--- config.mk ---
export PLATFORM = sky130hd
export DESIGN_NAME = pool_reader
export DESIGN_NICKNAME = d
export VERILOG_FILES = /design/src/rtl/pool_reader.sv
export SDC_FILE = /design/constraint.sdc
export NUM_CORES = 1
export LEC_CHECK = 0
export BUFFER_PORTS_ARGS = -buffer_cell sky130_fd_sc_hd__buf_2
export CAP_MARGIN = 10
export CORE_UTILIZATION = 55
export CTS_BUF_LIST = sky130_fd_sc_hd__clkbuf_4 sky130_fd_sc_hd__clkbuf_8
export CTS_CLUSTER_SIZE = 20
export DETAILED_ROUTE_END_ITERATION = 10
export GPL_TIMING_DRIVEN = 0
export PLACE_DENSITY = 0.79
export REMOVE_ABC_BUFFERS = 1
export SYNTH_ARGS = -nofsm -noshare
export SYNTH_HDL_FRONTEND = slang
export SYNTH_SLANG_ARGS = --single-unit
export TNS_END_PERCENT = 20
--- constraint.sdc ---
create_clock -name clk -period 3.13 [get_ports clk]
set_clock_uncertainty 0.2 [all_clocks]
set_input_delay 0.1565 -clock clk [delete_from_list [all_inputs] [get_ports clk]]
set_output_delay 0.1565 -clock clk [all_outputs]
set_load 0.03 [all_outputs]
--- src/rtl/pool_reader.sv ---
`default_nettype none
// ============================================================================
//  Module      : pool_reader
//  Description : Snapshots the packed POINTS x 12-bit quotient vector when the
//                ratio pool reports a finished division pass and streams it
//                out as a sync/count/points/checksum byte frame over a
//                valid/ready byte interface.
//  Revision    : 1.0 - initial release
// ============================================================================
module pool_reader #(
    parameter int          POINTS = 10,
    parameter logic [7:0]  SYNC0  = 8'hA5,
    parameter logic [7:0]  SYNC1  = 8'h5A
) (
    input  logic                  clk,
    input  logic                  rst,
    input  logic [12*POINTS-1:0]  store,
    input  logic                  store_valid,
    output logic [7:0]            tx_data,
    output logic                  tx_valid,
    input  logic                  tx_ready,
    output logic                  busy,
    output logic                  overrun,
    output logic [7:0]            frame_cnt
);

    localparam int STORE_W = 12 * POINTS;
    localparam int IDX_W   = (POINTS > 1) ? $clog2(POINTS) : 1;
    localparam logic [IDX_W-1:0] LAST_IDX = IDX_W'(POINTS - 1);

    typedef enum logic [2:0] {
        S_IDLE = 3'd0,
        S_HDR0 = 3'd1,
        S_HDR1 = 3'd2,
        S_FCNT = 3'd3,
        S_PHI  = 3'd4,
        S_PLO  = 3'd5,
        S_CSUM = 3'd6
    } state_t;

    state_t               state_q, state_d;
    logic [IDX_W-1:0]     idx_q, idx_d;
    logic [STORE_W-1:0]   shadow_q, shadow_d;
    logic [7:0]           csum_q, csum_d;
    logic [7:0]           fcnt_q, fcnt_d;
    logic [7:0]           tx_data_q, tx_data_d;
    logic                 tx_valid_q, tx_valid_d;
    logic                 overrun_q, overrun_d;

    logic                 w_xfer;
    logic [11:0]          w_pt [POINTS];

    assign w_xfer = tx_valid_q && tx_ready;

    // Point k sits at the k-th 12-bit slice counted from the MSB end.
    // Slicing the next-state shadow lets the output byte register load the
    // first point of a freshly captured vector without a bubble.
    for (genvar k = 0; k < POINTS; k++) begin : g_pt
        assign w_pt[k] = shadow_d[12*(POINTS-k)-1 -: 12];
    end

    // Next-state, snapshot, checksum, frame counter and overrun detection.
    always_comb begin
        state_d   = state_q;
        idx_d     = idx_q;
        shadow_d  = shadow_q;
        csum_d    = csum_q;
        fcnt_d    = fcnt_q;
        overrun_d = 1'b0;

        case (state_q)
            S_IDLE: begin
                idx_d = '0;
                if (store_valid) begin
                    shadow_d = store;
                    csum_d   = '0;
                    state_d  = S_HDR0;
                end
            end
            S_HDR0: begin
                if (w_xfer) begin
                    state_d = S_HDR1;
                end
            end
            S_HDR1: begin
                if (w_xfer) begin
                    state_d = S_FCNT;
                end
            end
            S_FCNT: begin
                if (w_xfer) begin
                    csum_d  = csum_q + tx_data_q;
                    state_d = S_PHI;
                end
            end
            S_PHI: begin
                if (w_xfer) begin
                    csum_d  = csum_q + tx_data_q;
                    state_d = S_PLO;
                end
            end
            S_PLO: begin
                if (w_xfer) begin
                    csum_d = csum_q + tx_data_q;
                    if (idx_q == LAST_IDX) begin
                        state_d = S_CSUM;
                    end else begin
                        idx_d   = idx_q + 1'b1;
                        state_d = S_PHI;
                    end
                end
            end
            S_CSUM: begin
                if (w_xfer) begin
                    fcnt_d = fcnt_q + 8'd1;
                    idx_d  = '0;
                    // A pass completing exactly as the frame ends is taken
                    // immediately so back-to-back frames have no gap.
                    if (store_valid) begin
                        shadow_d = store;
                        csum_d   = '0;
                        state_d  = S_HDR0;
                    end else begin
                        state_d  = S_IDLE;
                    end
                end
            end
            default: begin
                state_d = S_IDLE;
            end
        endcase

        if (store_valid && (state_q != S_IDLE) && !((state_q == S_CSUM) && w_xfer)) begin
            overrun_d = 1'b1;
        end
    end

    // Byte to present next, derived from where the FSM is heading so that
    // tx_data/tx_valid can be registered and hold still across stalls.
    always_comb begin
        tx_valid_d = (state_d != S_IDLE);
        tx_data_d  = 8'h00;
        case (state_d)
            S_HDR0:  tx_data_d = SYNC0;
            S_HDR1:  tx_data_d = SYNC1;
            S_FCNT:  tx_data_d = fcnt_d;
            S_PHI:   tx_data_d = {4'b0000, w_pt[idx_d][11:8]};
            S_PLO:   tx_data_d = w_pt[idx_d][7:0];
            S_CSUM:  tx_data_d = csum_d;
            default: tx_data_d = 8'h00;
        endcase
    end

    // State and output registers with synchronous reset.
    always_ff @(posedge clk) begin
        if (rst) begin
            state_q    <= S_IDLE;
            idx_q      <= '0;
            shadow_q   <= '0;
            csum_q     <= '0;
            fcnt_q     <= '0;
            tx_data_q  <= '0;
            tx_valid_q <= 1'b0;
            overrun_q  <= 1'b0;
        end else begin
            state_q    <= state_d;
            idx_q      <= idx_d;
            shadow_q   <= shadow_d;
            csum_q     <= csum_d;
            fcnt_q     <= fcnt_d;
            tx_data_q  <= tx_data_d;
            tx_valid_q <= tx_valid_d;
            overrun_q  <= overrun_d;
        end
    end

    assign tx_data   = tx_data_q;
    assign tx_valid  = tx_valid_q;
    assign busy      = (state_q != S_IDLE);
    assign overrun   = overrun_q;
    assign frame_cnt = fcnt_q;

endmodule
`default_nettype wire
## After elaboration in Yosys (flattened, before gate mapping)

Index checks and enable logic that the tools add are counted.

| cells by class | value |
|---|---|
| multiplexer cells | 28 |
| $lt $le $gt $ge | 1 |
| bitwise operators | 1 |
| eq/ne operators | 13 |
| $add $sub $neg | 3 |
| reduce and logical (&&, ||, !) cells | 9 |

Operators with widths:

| operator | number |
|---|---|
| $mux W120 | 2 |
| $pmux W120 S2 | 1 |
| $bmux W12 S4 | 1 |
| $pmux W8 S6 | 1 |
| $mux W8 | 5 |
| $mux W12 | 2 |
| $pmux W8 S3 | 1 |
| $mux W3 | 7 |
| $pmux W3 S7 | 1 |
| $eq A3 B3 Y1 const B | 6 |
| $eq A3 B2 Y1 const B | 4 |
| $mux W4 | 3 |
| $pmux W4 S3 | 1 |
| $add A8 B1 Y8 const B | 1 |
| $add A8 B8 Y8 | 1 |
| $eq A3 B1 Y1 const B | 2 |
| $reduce_bool A3 Y1 | 2 |
| $ge A5 B5 Y1 const B | 1 |
| $not A4 Y5 | 1 |
| $add A4 B1 Y4 const B | 1 |
| $eq A4 B4 Y1 const B | 1 |
| $logic_and A1 B1 Y1 | 4 |
| $logic_not A3 Y1 | 1 |
| $reduce_or A3 Y1 | 1 |
| other kinds (3) | 4 |

| word-level totals | value |
|---|---|
| word-level logic and storage cells | 63 |
| bits in registers | 153 |

## Logic depth before layout (Yosys ltp)

Gate-level depths: netlist of run 1.

| depth | value |
|---|---|
| word-level depth | 9 |
| gate-level depth with buffers | 13 |
| depth with buffers taken out | 10 |

## Least setup slack after synthesis of run 1

OpenSTA, ideal clock, no wires.

| timing path | value |
|---|---|
| path type | reg2reg |
| start | reg tx_valid_q, in the netlist tx_valid |
| end | reg tx_data_q[6], in the netlist tx_data[6] |
| clock period less this slack | 2.874 ns |
| library setup time | 0.122 ns |
| path buffers | 4 |
| stages on the path, launching flop included | 13 |
| data arrival time | 2.552 ns |
| slack | 0.256 ns |
| cells stage by stage | dfxtp_1 buf_6 nand2_4 buf_6 or4_4 nand3_1 buf_4 buf_4 mux2i_1 mux2i_1 mux2i_1 mux2i_1 a221o_1 |

| on the way | value |
|---|---|
| longest elaborated chain between the ends | 8 |
| elaborated cells on any way between the ends | 29 |
| those cells by class | 6 x eq/ne; 21 x mux; 1 x bitwise; 1 x reduce/logical |

RTL lines:

| what | RTL line | source |
|---|---|---|
| from (decl) | 47 | `logic tx_valid_q, tx_valid_d;` |
| from (signal assigned) | 172 | `tx_valid_q <= tx_valid_d;` |
| $logic_and A1 B1 Y1 (*) | 53 | `assign w_xfer = tx_valid_q && tx_ready;` |
| $mux W4 (on tied branches) | 114, 103 |  |
| $pmux W4 S3 | 71 | `case (state_q)` |
| $not A4 Y5 (implied by the code) | 148 | `S_PLO: tx_data_d = w_pt[idx_d][7:0];` |
| $bmux W12 S4 | 148 |  |
| $mux W12 (implied by the code) (2 in a row) | 148 |  |
| $pmux W8 S6 (*) | 143 | `case (state_d)` |
| to (signal assigned) | 171 | `tx_data_q <= tx_data_d;` |
| to (decl) | 46 | `logic [7:0] tx_data_q, tx_data_d;` |

Every way passes the cells marked *; elsewhere a longest branch is shown, timed or not. The select of a mux whose other input is x is not followed.
A chain may end at the register's enable or synchronous reset.

## Final worst setup path of run 1

| timing path | value |
|---|---|
| start | reg idx_q[1] |
| end | reg tx_data_q[2], in the netlist tx_data[2] |

| on the way | value |
|---|---|
| longest elaborated chain between the ends | 9 |
| elaborated cells on any way between the ends | 20 |
| those cells by class | 1 x add/sub; 7 x eq/ne; 11 x mux; 1 x bitwise |

RTL lines:

| what | RTL line | source |
|---|---|---|
| from (decl) | 42 | `logic [IDX_W-1:0] idx_q, idx_d;` |
| from (signal assigned) | 167 | `idx_q <= idx_d;` |
| $add A4 B1 Y4 or $eq A4 B4 Y1 (tied branches) | 108, 105 |  |
| $mux W4 | 105 | `if (idx_q == LAST_IDX) begin` |
| $mux W4 | 103 | `if (w_xfer) begin` |
| $pmux W4 S3 | 71 |  |
| $not A4 Y5 (implied by the code) | 147, 148 |  |
| $bmux W12 S4 | 147, 148 |  |
| $mux W12 (implied by the code) (2 in a row) | 148 |  |
| $pmux W8 S6 (*) | 143 |  |

Marked as above.

==> results of run 1 <==
cells by family (layout without fill, tap and decap cells):
group	count (synthesis)	after routing	share of synthesized area
buffers and inverters	84	338	0.05356
other	0	1	0
AOI/OAI and AO/OA	258	261	0.2045
muxes	50	50	0.06427
and+or+nand+nor	459	465	0.2499
xor gates and xnor gates	16	16	0.01791
DFF	153	153	0.3914
adders and majority gates	11	11	0.01855
critical path, stage by stage, from the launching register on:
cell	delay, ns
dfxtp_4	0.38
inv_2	0.05
ha_4	0.15
and3b_2	0.23
or4_4	0.64
and3_4	0.29
buf_12	0.17
nor2_2	0.07
a21oi_1	0.04
a221o_1	0.31
a221oi_2	0.31
a311oi_1	0.15
Yosys cell counts (7+ instances only):
| master | instances |
|---|---|
| clkbuf_1 | 32 |
| a21oi_1 | 134 |
| ha_1 | 10 |
| a22oi_1 | 9 |
| buf_2 | 29 |
| nor3_1 | 19 |
| o21ai_0 | 29 |
| dfxtp_1 | 153 |
| o211ai_1 | 12 |
| a31oi_1 | 9 |
| a211oi_1 | 11 |
| nand2b_1 | 7 |
| a311oi_1 | 7 |
| nand3_1 | 27 |
| mux2i_1 | 48 |
| nor2_1 | 70 |
| nand2_1 | 289 |
| and3_1 | 11 |
| xor2_1 | 12 |
flip-flops by register name (all words and copies together), names as in the netlist:
register / cells
frame_cnt: 8
tx_valid: 1
shadow_q: 120
idx_q: 4
csum_q: 8
overrun: 1
tx_data: 8
state_q: 3
cell type report:
cell class | count | area (um^2) | share of cell area
diodes | 1 | 2.502 | 0.0002306
clock buffers | 20 | 269.0 | 0.02479
clock inverters | 12 | 147.6 | 0.01360
inverters | 6 | 22.52 | 0.002075
multi-input cells | 803 | 4647 | 0.4282
flip-flops and latches | 153 | 3080 | 0.2838
well taps | 180 | 225.2 | 0.02075
repair buffers | 300 | 2459 | 0.2265
power by group through the flow:
stage | clock network, uW | logic [uW] | registers (uW)
2_1_floorplan | 0 | 420 | 2180
3_3_place_gp | 0 | 681 | 2170
3_5_place_dp | 0 | 667 | 2180
4_1_cts | 1600 | 809 | 2130
5_1_grt | 1690 | 934 | 2150
6_report | 1600 | 867 | 2140
layer usage:
metal  track usage  vias up  routed length [um]
met2        0.5835      512               13450
li1              -     4114                   -
met1        0.4181     4190               10490
met3       0.08741      123                2526
met4        0.1574        0                1213
met5             0        -                   0
repair_timing:
item / CTS / global route
cloned: 4 / 8
setup endpoints to repair: 8 / 8
setup buffers: 7 / 12
resized for setup: 20 / 29
hold buffers: 128 / 0
hold endpoints to repair: 137 / 0
pin swaps: 7 / 10
metrics by stage:
stage	cell area [um^2]	hold slack (ns)	total power, uW	worst slack, ns	utilization
floorplan	7430	0.02557	2597	-5.374	-
global placement	8366	0.1976	2854	-8.850	0.6027
detailed placement	8610	0.2028	2843	-1.084	0.6202
CTS	10510	0.06098	4538	-0.02447	0.7573
global route	10850	0.08746	4771	-0.1096	0.7817
finish	10850	0.08489	4603	-0.01260	0.7819
path summary, 6_finish.rpt:
| check | endpoint | depth (start not counted) |
|---|---|---|
| worst min-delay path | overrun | 4 |
| worst max register to register | tx_data[2] | 11 |
| worst min register to register | shadow_q[94] | 2 |
| worst max-delay path | tx_data[2] | 11 |
==> metrics, run 1 <==
vias=8,939; Die Wd=about 120 um; share of layout cells above drive strength 1=0.2002; Hold Crit Class=input port to flop; hold wc startpoint=tx_ready; Root Driver=clkbuf_8; Reg2Reg Setup Slack=-0.01 ns; Die Area=approximately 15,000 um^2; Tcrit/Tclk final=1.004; fin cells=roughly 1,500; worst setup path start=idx_q[1]; final layout net count=around 1,400; Sw Pwr=1309 uW; Max Fclk=between 300 and 400 MHz; Seq/Total Area, Yosys=0.3914; final worst path period need=~3.1 ns; RSZ-0062 raised after global routing=yes; peak supply drop=roughly 340 uV; number of global-route vias before repair=between 8,000 and 9,000; final setup vio count=2; Slew @ Worst Pin=about 0.8 ns; Post-DP HPWL=~13,000 um; Setup Total Neg Slack=-0.02101 ns; chip height=121.3 um; Reg-to-Reg Start=idx_q[1]; Routed Antenna Nets=0; placed cell count=~1,300; Synth async-reset ratio=0; ranking of synthesized cells by area=dfxtp_1 39%, nand2_1 14%, a21oi_1 8.6%; status=complete, but fails checks; Reg power frac=0.465; Via density=6.060; Final WS setup=-0.01260 ns; Clock transition at path regs=0.08 ns; final hold vios=0; share of the synthesized area in the top cell type=0.3914; GR Overflow Total=0; clk sinks=around 150; clock buffer depth=2; first-pass GRT wire length=between 30,000 and 40,000 um; Initial DRT Pass Iterations=6; Yosys Warn Count=0; Core Area=13,880 um^2; largest net degree at the start of global routing=130; Comb power frac=0.188; leakage=roughly 0.0045 uW; Area Overhead vs Synth=38.67%; I/O Pins=around 140; routed length per instance=approximately 19 um; Mapped Area=a little under 8000 um^2; largest area contributor in the netlist=dfxtp_1; Cell variety after synth=between 60 and 70; Main synth FF type=dfxtp_1; filler instances=between 900 and 1,000; GPL Wtd Cong=approximately 0.88; PortBufs=142; Worst-Skew Late Latency=0.46 ns; Slew HR=0.4755; failing checks=negative setup slack; CP max FO=11; Synth Instances=1,031; commonest non-fill, non-tap cell in the layout=nand2_1; required time of the worst setup path=3.25 ns; pwr dens=about 420 nW/um^2; CTS tree=built; Post-synth EDFFs=0; final slew viol count=0; htree depth=4; CP startpoint kind=flop; synthesized flop and latch total=~150; crit path kind=flop to flop; Mean Syn Cell Area=7.591 um^2; All-Layer GR Usage=0.3484; Clk pwr share=0.347; initial antenna violation count=0; critical path capture point type=flop; num rows=43; switching share of power=0.2844; CTS buffer count=17; Max Cap Violations=0; leading cell types in the layout, fill and taps excluded=287 x nand2_1, 147 x dfxtp_1, 141 x buf_2; Post-route DRC=0; Worst Path Arrival=3.27 ns; number of DRC violations after detailed-routing iteration 0=approximately 1,200; Starting Density=0.5638; Pint=about 3300 uW; Post-Route WL=roughly 28,000 um
(Power assumes the default switching activity.)
==> run 2, diff against run 1 <==
Settings changed: CORE_ASPECT_RATIO set to 1.75.
==> run 2 against run 1 <==
Effect of this change: the flow still finishes with violations (negative setup slack); clock power is essentially flat; sequential power about the same; sequential share of layout area is 0.76 points lower; flip-flop and latch count unchanged; largest cell class unchanged.
==> metrics, run 2 (same netlist as run 1, synthesis figures left out) <==
CP max stage delay=0.64 ns (about the same); I/O Pins=143 (unchanged); CTS buffer count=17 (unchanged); Setup Total Neg Slack=-0.08680 ns (-0.06580 ns); hold wc startpoint=tx_ready; Core Util, Final=0.8011 (+0.01922); clk sinks=153 (unchanged); htree depth=4 (unchanged); Max Cap Violations=0 (unchanged); slowest stage cell on the critical path=a2111oi_1; number of DRC violations after detailed-routing iteration 0=1,160 (-5.7%); PortBufs=142 (unchanged); pwr dens=422.8 nW/um^2 (-0.30%); Final WS setup=-0.08680 ns (-0.07420 ns); Slew @ Worst Pin=0.7135 ns (-0.07162 ns); max reg flops=120 (unchanged); CP startpoint kind=flop; first-pass GRT wire length=46,440 um (+17%); filler instances=856 (-8.1%); largest net degree at the start of global routing=91 (-30%); CP top delay family=simple AND/OR/NAND/NOR gates; CTS tree=built; Hold Path Stages=4 (unchanged); status=complete, but fails checks; final layout net count=1,453 (+2.6%); Starting Density=0.5628 (-0.001065); Post-Route WL=31,230 um (+13%); Die Area=14,730 um^2 (+0.14%); Area Overhead vs Synth=42.35%; final setup vio count=1 (-1); number of global-route vias before repair=9,412 (+15%); leakage=0.004693 uW (+4.3%); GPL Wtd Cong=0.8669 (-1.8%); GR Overflow Total=0 (unchanged); share of layout cells above drive strength 1=0.1743 (-0.02585); leading cell types in the layout, fill and taps excluded=287 x nand2_1, 184 x dlygate4sd3_1, 147 x dfxtp_1; initial antenna violation count=2 (+2); peak supply drop=399.1 uV (+16%); crit path cell chain=nand3b_1 > or4_4 > and3_4 > buf_12 > and2_0 > a2111oi_1 > a2111oi_2 > o31a_1; Core Area=13,910 um^2 (+0.19%); CP max FO=47 (+36); vias=9,494 (+6.2%); Root Driver=clkbuf_8; Initial DRT Pass Iterations=6 (unchanged); chip height=159.8 um (+32%); RSZ-0062 raised after global routing=yes; All-Layer GR Usage=0.4074 (+0.05899); Reg with most FFs=shadow_q; worst r2r dst=tx_data[0]; failing checks=negative setup slack; critical path capture point type=flop; crit path kind=flop to flop; Hold Crit Class=input port to flop; Worst Path Arrival=3.37 ns (+0.10 ns); hold endpoint=overrun; Tot Pwr=4710 uW (+2.3%); fin cells=1,510 (+2.4%); Buf+Inv Stages, Crit Path=1 (-1); final worst path period need=3.217 ns (+0.07420 ns); routed length per instance=20.68 um (+10%); Tcrit/Tclk final=1.028 (+0.02371); placed cell count=1,280 (-0.23%); Reg-to-Reg Start=state_q[2]; num rows=57 (+33%); Worst-Skew Late Latency=0.47 ns (about the same); Die Wd=92.18 um (-24%); Slew HR=0.5231 (+0.04766); Via density=6.287 (+3.7%); Clock transition at path regs=0.09 ns (about the same); final slew viol count=0 (unchanged); Post-route DRC=0 (unchanged); Post-DP HPWL=14,250 um (+7.1%); required time of the worst setup path=3.29 ns (+0.04 ns); Max Fclk=310.9 MHz (-2.3%); Reg2Reg Setup Slack=-0.09 ns (-0.07 ns); commonest non-fill, non-tap cell in the layout=nand2_1; clock buffer depth=2 (unchanged); worst r2r path cells=8 (-3); Routed Antenna Nets=0 (unchanged); final hold vios=0 (unchanged)
run 2: changes by cell type in the layout (fill, tap and decap cells not counted), moves of 3 or more:
| cell | change |
|---|---|
| inv_8 | +3 |
| buf_4 | -8 |
| and3_2 | -3 |
| dlygate4sd3_1 | +56 |
| clkinv_2 | -5 |
run 2: repair_timing:
item                                   CTS  global route
setup endpoints to repair               11             9
endpoints found under the hold margin  124             0
cloned                                   2             2
hold buffers                           184             0
pin swaps                                4             1
resized for setup                       20            18
setup buffers                            7             1
run 2: how the worst max path moves through the flow:
stage	startpoint	end	slack, ns	depth (start not counted)
after floorplan	tx_valid	tx_data[5]	-5.37	7
after global placement	state_q[1]	tx_data[5]	-9.12	7
after detailed placement	state_q[1]	tx_data[2]	-1.06	8
after CTS	idx_q[1]	tx_data[4]	-0.0001	11
after global routing	idx_q[1]	tx_data[0]	-0.09	10
final	state_q[2]	tx_data[0]	-0.09	8
run 2: per-stage QoR:
step | worst slack [ns] | cell area (um^2) | hold slack (ns)
after floorplan | -5.374 | 7430 | 0.02557
after global placement | -9.121 | 8362 | 0.1979
after detailed placement | -1.056 | 8591 | 0.2024
after CTS | -0.0001215 | 10990 | 0.1086
after global routing | -0.09294 | 11140 | 0.1050
final | -0.08680 | 11140 | 0.06391
run 2: final cells by class:
cell class / count / area [um^2] / share of cell area
Multi-Input combinational cell: 796 / 4533 / 0.4069
Sequential cell: 153 / 3078 / 0.2763
Timing Repair Buffer: 344 / 2859 / 0.2566
Clock buffer: 19 / 261.5 / 0.02347
Tap cell: 177 / 221.5 / 0.01988
Clock inverter: 13 / 160.2 / 0.01438
Inverter: 6 / 22.52 / 0.002022
Antenna cell: 2 / 5.005 / 0.0004492
run 2: worst register-to-register path, stage by stage (launching register included):
cell	delay [ns]
dfxtp_4	0.52
nand3b_1	0.22
or4_4	0.56
and3_4	0.21
buf_12	0.18
and2_0	0.21
a2111oi_1	0.64
a2111oi_2	0.10
o31a_1	0.28
run 2: per-layer routing:
metal	track usage	wire length, um	vias up
li1	-	-	4170
met1	0.4125	10140	4383
met2	0.7168	15460	672
met3	0.06714	2508	269
met4	0.3388	3126	0
met5	0	0	-
run 2: power breakdown:
part	leakage, uW	switching (uW)	total [uW]	internal [uW]
combinational	0.00323	506	943	437
clock	0.000205	845	1620	775
sequential	0.00126	83.1	2150	2060
total	0.00469	1430	4710	3280
